**src/rtl/piso_serializer_pkg.sv**
```systemverilog
// -----------------------------------------------------------------------------
// piso_serializer_pkg
//   Shared types and helpers for the parallel-in / serial-out serializer.
//   - state_e   : FSM state encoding (IDLE = no word held, SHIFT = word held)
//   - cnt_width : width of a counter that must hold the values 0..beats
// -----------------------------------------------------------------------------
package piso_serializer_pkg;

  typedef enum logic {
    ST_IDLE  = 1'b0,
    ST_SHIFT = 1'b1
  } state_e;

  // A counter that is loaded with 'beats' and counts down to zero needs to
  // represent beats+1 distinct values.
  function automatic int cnt_width(input int beats);
    return (beats < 1) ? 1 : $clog2(beats + 1);
  endfunction

endpackage

```
**src/rtl/piso_beat_counter.sv**
```systemverilog
// -----------------------------------------------------------------------------
// piso_beat_counter
//   Remaining-beat down-counter for the serializer.
//   Ports:
//     clk      - clock, rising edge
//     rstn     - synchronous active-low reset (count -> 0)
//     load     - load load_val this edge (wins over dec)
//     load_val - value to load (beats per word)
//     dec      - decrement by one this edge (saturates at zero)
//     is_one   - count equals one, i.e. the current beat is the last
// -----------------------------------------------------------------------------
module piso_beat_counter #(
  parameter int CNT_W = 4
) (
  input  logic             clk,
  input  logic             rstn,
  input  logic             load,
  input  logic [CNT_W-1:0] load_val,
  input  logic             dec,
  output logic             is_one
);

  logic [CNT_W-1:0] count_q;
  logic [CNT_W-1:0] count_d;

  always_comb begin
    count_d = count_q;
    // A load on the same edge as the final-beat decrement starts the next
    // word, so load takes priority.
    if (load) begin
      count_d = load_val;
    end else if (dec && (count_q != '0)) begin
      count_d = count_q - CNT_W'(1);
    end
  end

  always_ff @(posedge clk) begin
    if (!rstn) begin
      count_q <= '0;
    end else begin
      count_q <= count_d;
    end
  end

  assign is_one = (count_q == CNT_W'(1));

endmodule

```
**src/rtl/piso_serializer.sv**
```systemverilog
// -----------------------------------------------------------------------------
// piso_serializer
//   Parallel-in / serial-out serializer with valid/ready handshakes on both
//   sides. A DATA_WIDTH word is emitted as DATA_WIDTH/LANES beats of LANES
//   bits, LSB lanes first or MSB lanes first as selected per word.
//
//   state  | meaning
//   -------+------------------------------------------------------------
//   IDLE   | no word held; SOUT = 0, PIN_READY = 1
//   SHIFT  | word held; SOUT_VALID = 1, SOUT carries the current beat
//
//   Ports:
//     CLK        - clock, rising edge
//     RSTN       - synchronous active-low reset
//     PIN        - parallel word to serialise
//     PIN_VALID  - PIN holds a word
//     PIN_READY  - word accepted this cycle (combinational)
//     MSB_FIRST  - beat order, captured with each accepted word
//     SOUT       - current serial beat
//     SOUT_VALID - SOUT holds a valid beat
//     SOUT_READY - consumer takes the beat this cycle
//     SOUT_LAST  - current beat is the final beat of its word
// -----------------------------------------------------------------------------
module piso_serializer
  import piso_serializer_pkg::*;
#(
  parameter int DATA_WIDTH = 8,
  parameter int LANES      = 1
) (
  input  logic                  CLK,
  input  logic                  RSTN,
  input  logic [DATA_WIDTH-1:0] PIN,
  input  logic                  PIN_VALID,
  output logic                  PIN_READY,
  input  logic                  MSB_FIRST,
  output logic [LANES-1:0]      SOUT,
  output logic                  SOUT_VALID,
  input  logic                  SOUT_READY,
  output logic                  SOUT_LAST
);

  localparam int BEATS = DATA_WIDTH / LANES;
  localparam int CNT_W = cnt_width(BEATS);
  localparam logic [CNT_W-1:0] BEATS_C = CNT_W'(BEATS);

  if ((DATA_WIDTH % LANES) != 0) begin : g_bad_lanes
    $error("piso_serializer: DATA_WIDTH must be a multiple of LANES");
  end

  // Beat visible at the output for a given register image and order.
  function automatic logic [LANES-1:0] beat_of(input logic [DATA_WIDTH-1:0] w,
                                               input logic msb);
    return msb ? w[DATA_WIDTH-1 -: LANES] : w[LANES-1:0];
  endfunction

  state_e                state_q, state_d;
  logic [DATA_WIDTH-1:0] sreg_q, sreg_d;
  logic                  msb_q, msb_d;
  logic [LANES-1:0]      sout_q, sout_d;

  logic                  cnt_is_one;
  logic                  sout_valid;
  logic                  beat_take;
  logic                  last_take;
  logic                  pin_ready;
  logic                  load;
  logic [DATA_WIDTH-1:0] sreg_shifted;

  assign sout_valid = (state_q == ST_SHIFT);
  assign beat_take  = sout_valid && SOUT_READY;
  assign last_take  = beat_take && cnt_is_one;

  // Ready while empty, or when the final beat leaves this cycle so the next
  // word follows with no bubble. Held low during reset.
  assign pin_ready = RSTN && ((state_q == ST_IDLE) || last_take);
  assign load      = PIN_VALID && pin_ready;

  // The register always holds the not-yet-emitted beats aligned to the
  // output end, so zeros fill in from the far side.
  assign sreg_shifted = msb_q ? (sreg_q << LANES) : (sreg_q >> LANES);

  always_comb begin
    state_d = state_q;
    sreg_d  = sreg_q;
    msb_d   = msb_q;
    sout_d  = sout_q;
    if (load) begin
      state_d = ST_SHIFT;
      sreg_d  = PIN;
      msb_d   = MSB_FIRST;
      sout_d  = beat_of(PIN, MSB_FIRST);
    end else if (last_take) begin
      state_d = ST_IDLE;
      sreg_d  = '0;
      sout_d  = '0;
    end else if (beat_take) begin
      sreg_d  = sreg_shifted;
      sout_d  = beat_of(sreg_shifted, msb_q);
    end
  end

  always_ff @(posedge CLK) begin
    if (!RSTN) begin
      state_q <= ST_IDLE;
      sreg_q  <= '0;
      msb_q   <= 1'b0;
      sout_q  <= '0;
    end else begin
      state_q <= state_d;
      sreg_q  <= sreg_d;
      msb_q   <= msb_d;
      sout_q  <= sout_d;
    end
  end

  piso_beat_counter #(
    .CNT_W (CNT_W)
  ) u_beat_counter (
    .clk      (CLK),
    .rstn     (RSTN),
    .load     (load),
    .load_val (BEATS_C),
    .dec      (beat_take),
    .is_one   (cnt_is_one)
  );

  assign PIN_READY  = pin_ready;
  assign SOUT       = sout_q;
  assign SOUT_VALID = sout_valid;
  assign SOUT_LAST  = sout_valid && cnt_is_one;

endmodule

```
**config.mk**
```make
export PLATFORM = sky130hd
export DESIGN_NAME = piso_serializer
export DESIGN_NICKNAME = d
export VERILOG_FILES = /design/src/rtl/piso_serializer_pkg.sv /design/src/rtl/piso_beat_counter.sv /design/src/rtl/piso_serializer.sv
export SDC_FILE = /design/constraint.sdc
export NUM_CORES = 1
export LEC_CHECK = 0
export BUFFER_PORTS_ARGS = -buffer_cell sky130_fd_sc_hd__buf_2
export CAP_MARGIN = 20
export CORE_AREA = 2 2 43 45
export CTS_BUF_LIST = sky130_fd_sc_hd__clkbuf_4
export CTS_CLUSTER_SIZE = 20
export DETAILED_ROUTE_END_ITERATION = 12
export DIE_AREA = 0 0 45 47
export PLACE_DENSITY = 0.74
export SKIP_LAST_GASP = 1
export SYNTH_ARGS = -nofsm -noshare
export SYNTH_HDL_FRONTEND = slang
export SYNTH_SLANG_ARGS = --single-unit
```
**constraint.sdc**
```tcl
create_clock -name CLK -period 2 [get_ports CLK]
set_input_delay 0.1 -clock CLK [delete_from_list [all_inputs] [get_ports CLK]]
set_output_delay 0.1 -clock CLK [all_outputs]
set_load 0.05 [all_outputs]
```
==> results.yml <==
outcome:
  run_status: "completed"
worst_setup_path:
  worstPathMaxFanout: 10
  worstPathCellList: "ha_1 -> nor3b_2 -> buf_4 -> and2_1 -> buf_2"
  cp-end-kind: "output port"
  worstPathRequired_ns: 1.90
  critical-path-top-delay-family: "buffers and inverters"
  slowest_stage: "sky130_fd_sc_hd__dfxtp_1"
  startpoint_type_of_the_worst_setup_path: "flop"
  setup.worst_path.class: "flop to output port"
  critical_path_buf_inv_count: 2
  cp.arrival_ns: 1.65
  timing.critical_path.slowest_cell_delay_ns: 0.39
sta:
  whs_ns: 0.0270
  tightest_slew_ns: 0.509
  timing.fmax_mhz: 571
  post-route-period-util_pct: 87.5
  rsz0062_at_grt: "no"
  report.final.hold_viol_count: 0
  fin_tns_setup_ns: 0
  finalSetupViolations: 0
  period_needed_ns: 1.75
  finClkSkew_ns: 0.00672
  finalMaxSlewViolations: 0
  max_slew_margin_pct: 66.0
power:
  cellInternalPower_mw: 0.443
  netSwitchingPower_mw: 0.186
  p_comb_share_pct: 18.2
  leakagePower_nw: 0.375
  pwr-share-seq_pct: 54.3
  power.ir.vdd_worst_mv: 0.346
  power.clock.fraction_pct: 27.6
  p_per_area_nw_per_um2: 661
  power_switching_share_pct: 29.5
yosys:
  synth.top_cells.by_area: "sky130_fd_sc_hd__dfxtp_1, sky130_fd_sc_hd__mux2i_1, sky130_fd_sc_hd__a221o_1"
  share_of_the_yosys_chip_area_belonging_to_registers_pct: 35.6
  synth_top_area_cell: "sky130_fd_sc_hd__dfxtp_1"
  synth.distinct_cells: 34
  synth.cell_area_um2: 843
  commonest_register_cell_after_synthesis: "sky130_fd_sc_hd__dfxtp_1"
  ys_seq_elements: 15
  asyncSetResetFlopFracSynth_pct: 0
  synth_fp_nets: 99
  netlist_instances: 84
  yosys_warnings: 0
  synth_edf_count: 0
  synth_largest_type_area_fraction_pct: 35.6
  synth_area_per_cell_um2: 10.0
global_routing:
  grt_antenna_before_repair: 0
  grt_max_degree: 12
  grt_pass1_vias: 662
  grt_pass1_wl_mm: 2.77
  overflow: 0
  grt.total_usage_pct: 18.2
clock_tree:
  clock_tree_from_tritoncts: "yes"
  cts.repair_timing.setup_buffer_count: 0
  cts_made_buffers: 3
  post_cts_resized: 0
  cts-htree-levels: 1
  cts-hold-fix-buffers: 0
  clk_transition_reported_paths_ns: 0.09
  clock-sinks: 15
  ctsLongestPathBuffers: 2
  clk_latency_worst_skew_pair_ns: 0.29
  cts.root.buffer_cell: "sky130_fd_sc_hd__clkbuf_4"
detailed_routing:
  post_drt_wl_per_cell_um: 14.3
  via_per_inst: 6.02
  dr.first_iter.drc_count: 19
  detailed_route_via_count: 716
  wl_mm: 1.70
  first_pass_iters: 4
  post-route-drc-count: 0
  drt.antenna.violating_nets: 0
job:
  timing.max_cap.violations: 0
floorplanning:
  core_area_um2: 1650
  floorplan.initialDensity_pct: 51.1
  std_cell_rows: 15
  horizontal_die_dimension_um: 45
  top_level_ports: 17
  die_height_um: 47
  die_area_um2: 2120
layout:
  finish.net_count: 118
  area_of_combinational_cells_with_multiple_inputs_um2: 497
  final.fill_count: 157
  area_delta_synth_final_pct: 12.9
  register_area_um2: 300
  final_layout_size_suffix_gt1_share_pct: 26.5
  antennaDiodeCount: 0
placed_design:
  numPortBuffers: 16
  dp_hpwl_mm: 1.30
  final_gp_congestion: 0.773
min_path:
  hp-class: "input port to flop"
[path summary, 6_finish.rpt]
check / startpoint / slack (ns) / to / cells past startpoint
max: u_beat_counter.count_q[0] / 0.25 / SOUT_LAST / 5
min: PIN[2] / 0.03 / sreg_q[2] / 2
max reg2reg: SOUT_VALID / 0.46 / sreg_q[6] / 3
min reg2reg: sreg_q[0] / 0.50 / sreg_q[0] / 1
[cells by family (layout without fill, tap and decap cells)]
group / count (synthesis) / after routing / share of synthesized area [%]
AND/OR/NAND/NOR: 27 / 27 / 21.1
buffers and inverters: 8 / 26 / 5.49
flip-flops: 15 / 15 / 35.6
adder cells (fa/ha/maj): 2 / 2 / 2.97
AO/OA/AOI/OAI: 22 / 22 / 22.9
multiplexers: 10 / 10 / 12.0
[area by class of cell]
cell class	count	share of cell area, %
timing repair buffer	17	9.20
multi-input combinational	61	52.2
tap	17	2.23
inverter	5	1.97
sequential	15	31.5
clock buffer	3	2.37
clock inverter	1	0.526
[registers in the layout, indices dropped and copies added, names as in the netlist]
signal and count:
u_beat_counter.count_q 4, sreg_q 8, SOUT 1, SOUT_VALID 1, msb_q 1
[per-layer routing]
metal  up-vias  wire length, µm  global-route usage, %
met1       333              727                   21.7
met3         4               74                   3.46
met4         0               27                   8.82
met5         -                0                      0
li1        363                -                      -
met2        16              867                   31.4
[metrics by stage]
stage	worst slack, ns	total power [mW]	cell area, µm²	util, %	std cells
finish	0.249	0.629	952	57.7	119
global route	0.118	0.668	952	57.7	119
CTS	0.241	0.639	952	57.7	119
detailed placement	0.494	0.462	925	56.0	115
global placement	0.511	0.460	925	56.0	115
floorplan	0.336	0.432	843	-	84
[power by group through the flow]
| stage | combinational, mW | clock [mW] | sequential, mW |
|---|---|---|---|
| 2_1_floorplan | 0.0844 | 0 | 0.347 |
| 3_3_place_gp | 0.113 | 0 | 0.347 |
| 3_5_place_dp | 0.115 | 0 | 0.348 |
| 4_1_cts | 0.115 | 0.183 | 0.341 |
| 5_1_grt | 0.125 | 0.198 | 0.344 |
| 6_report | 0.114 | 0.174 | 0.341 |
[layout by cell type (no fill, tap or decap), drive strengths merged, types with 3 or more instances in the layout]
cell / netlist / layout
a21oi: 3 / 3
or3: 3 / 3
nand2: 4 / 4
clkbuf: 0 / 3
inv: 5 / 5
a211oi: 3 / 3
dfxtp: 15 / 15
a221o: 8 / 8
nor3: 8 / 8
buf: 3 / 17
mux2i: 9 / 9
[synthesized netlist by cell type (2+ instances only)]
master                     instances
sky130_fd_sc_hd__a211oi_1          2
sky130_fd_sc_hd__a21oi_1           2
sky130_fd_sc_hd__a221o_1           8
sky130_fd_sc_hd__buf_6             2
sky130_fd_sc_hd__dfxtp_1          15
sky130_fd_sc_hd__ha_1              2
sky130_fd_sc_hd__inv_1             5
sky130_fd_sc_hd__mux2i_1           9
sky130_fd_sc_hd__nand2_1           3
sky130_fd_sc_hd__nand3_1           2
sky130_fd_sc_hd__nor3_1            8
sky130_fd_sc_hd__o21ai_0           2
sky130_fd_sc_hd__or3_1             3
(Power assumes the default switching activity.)
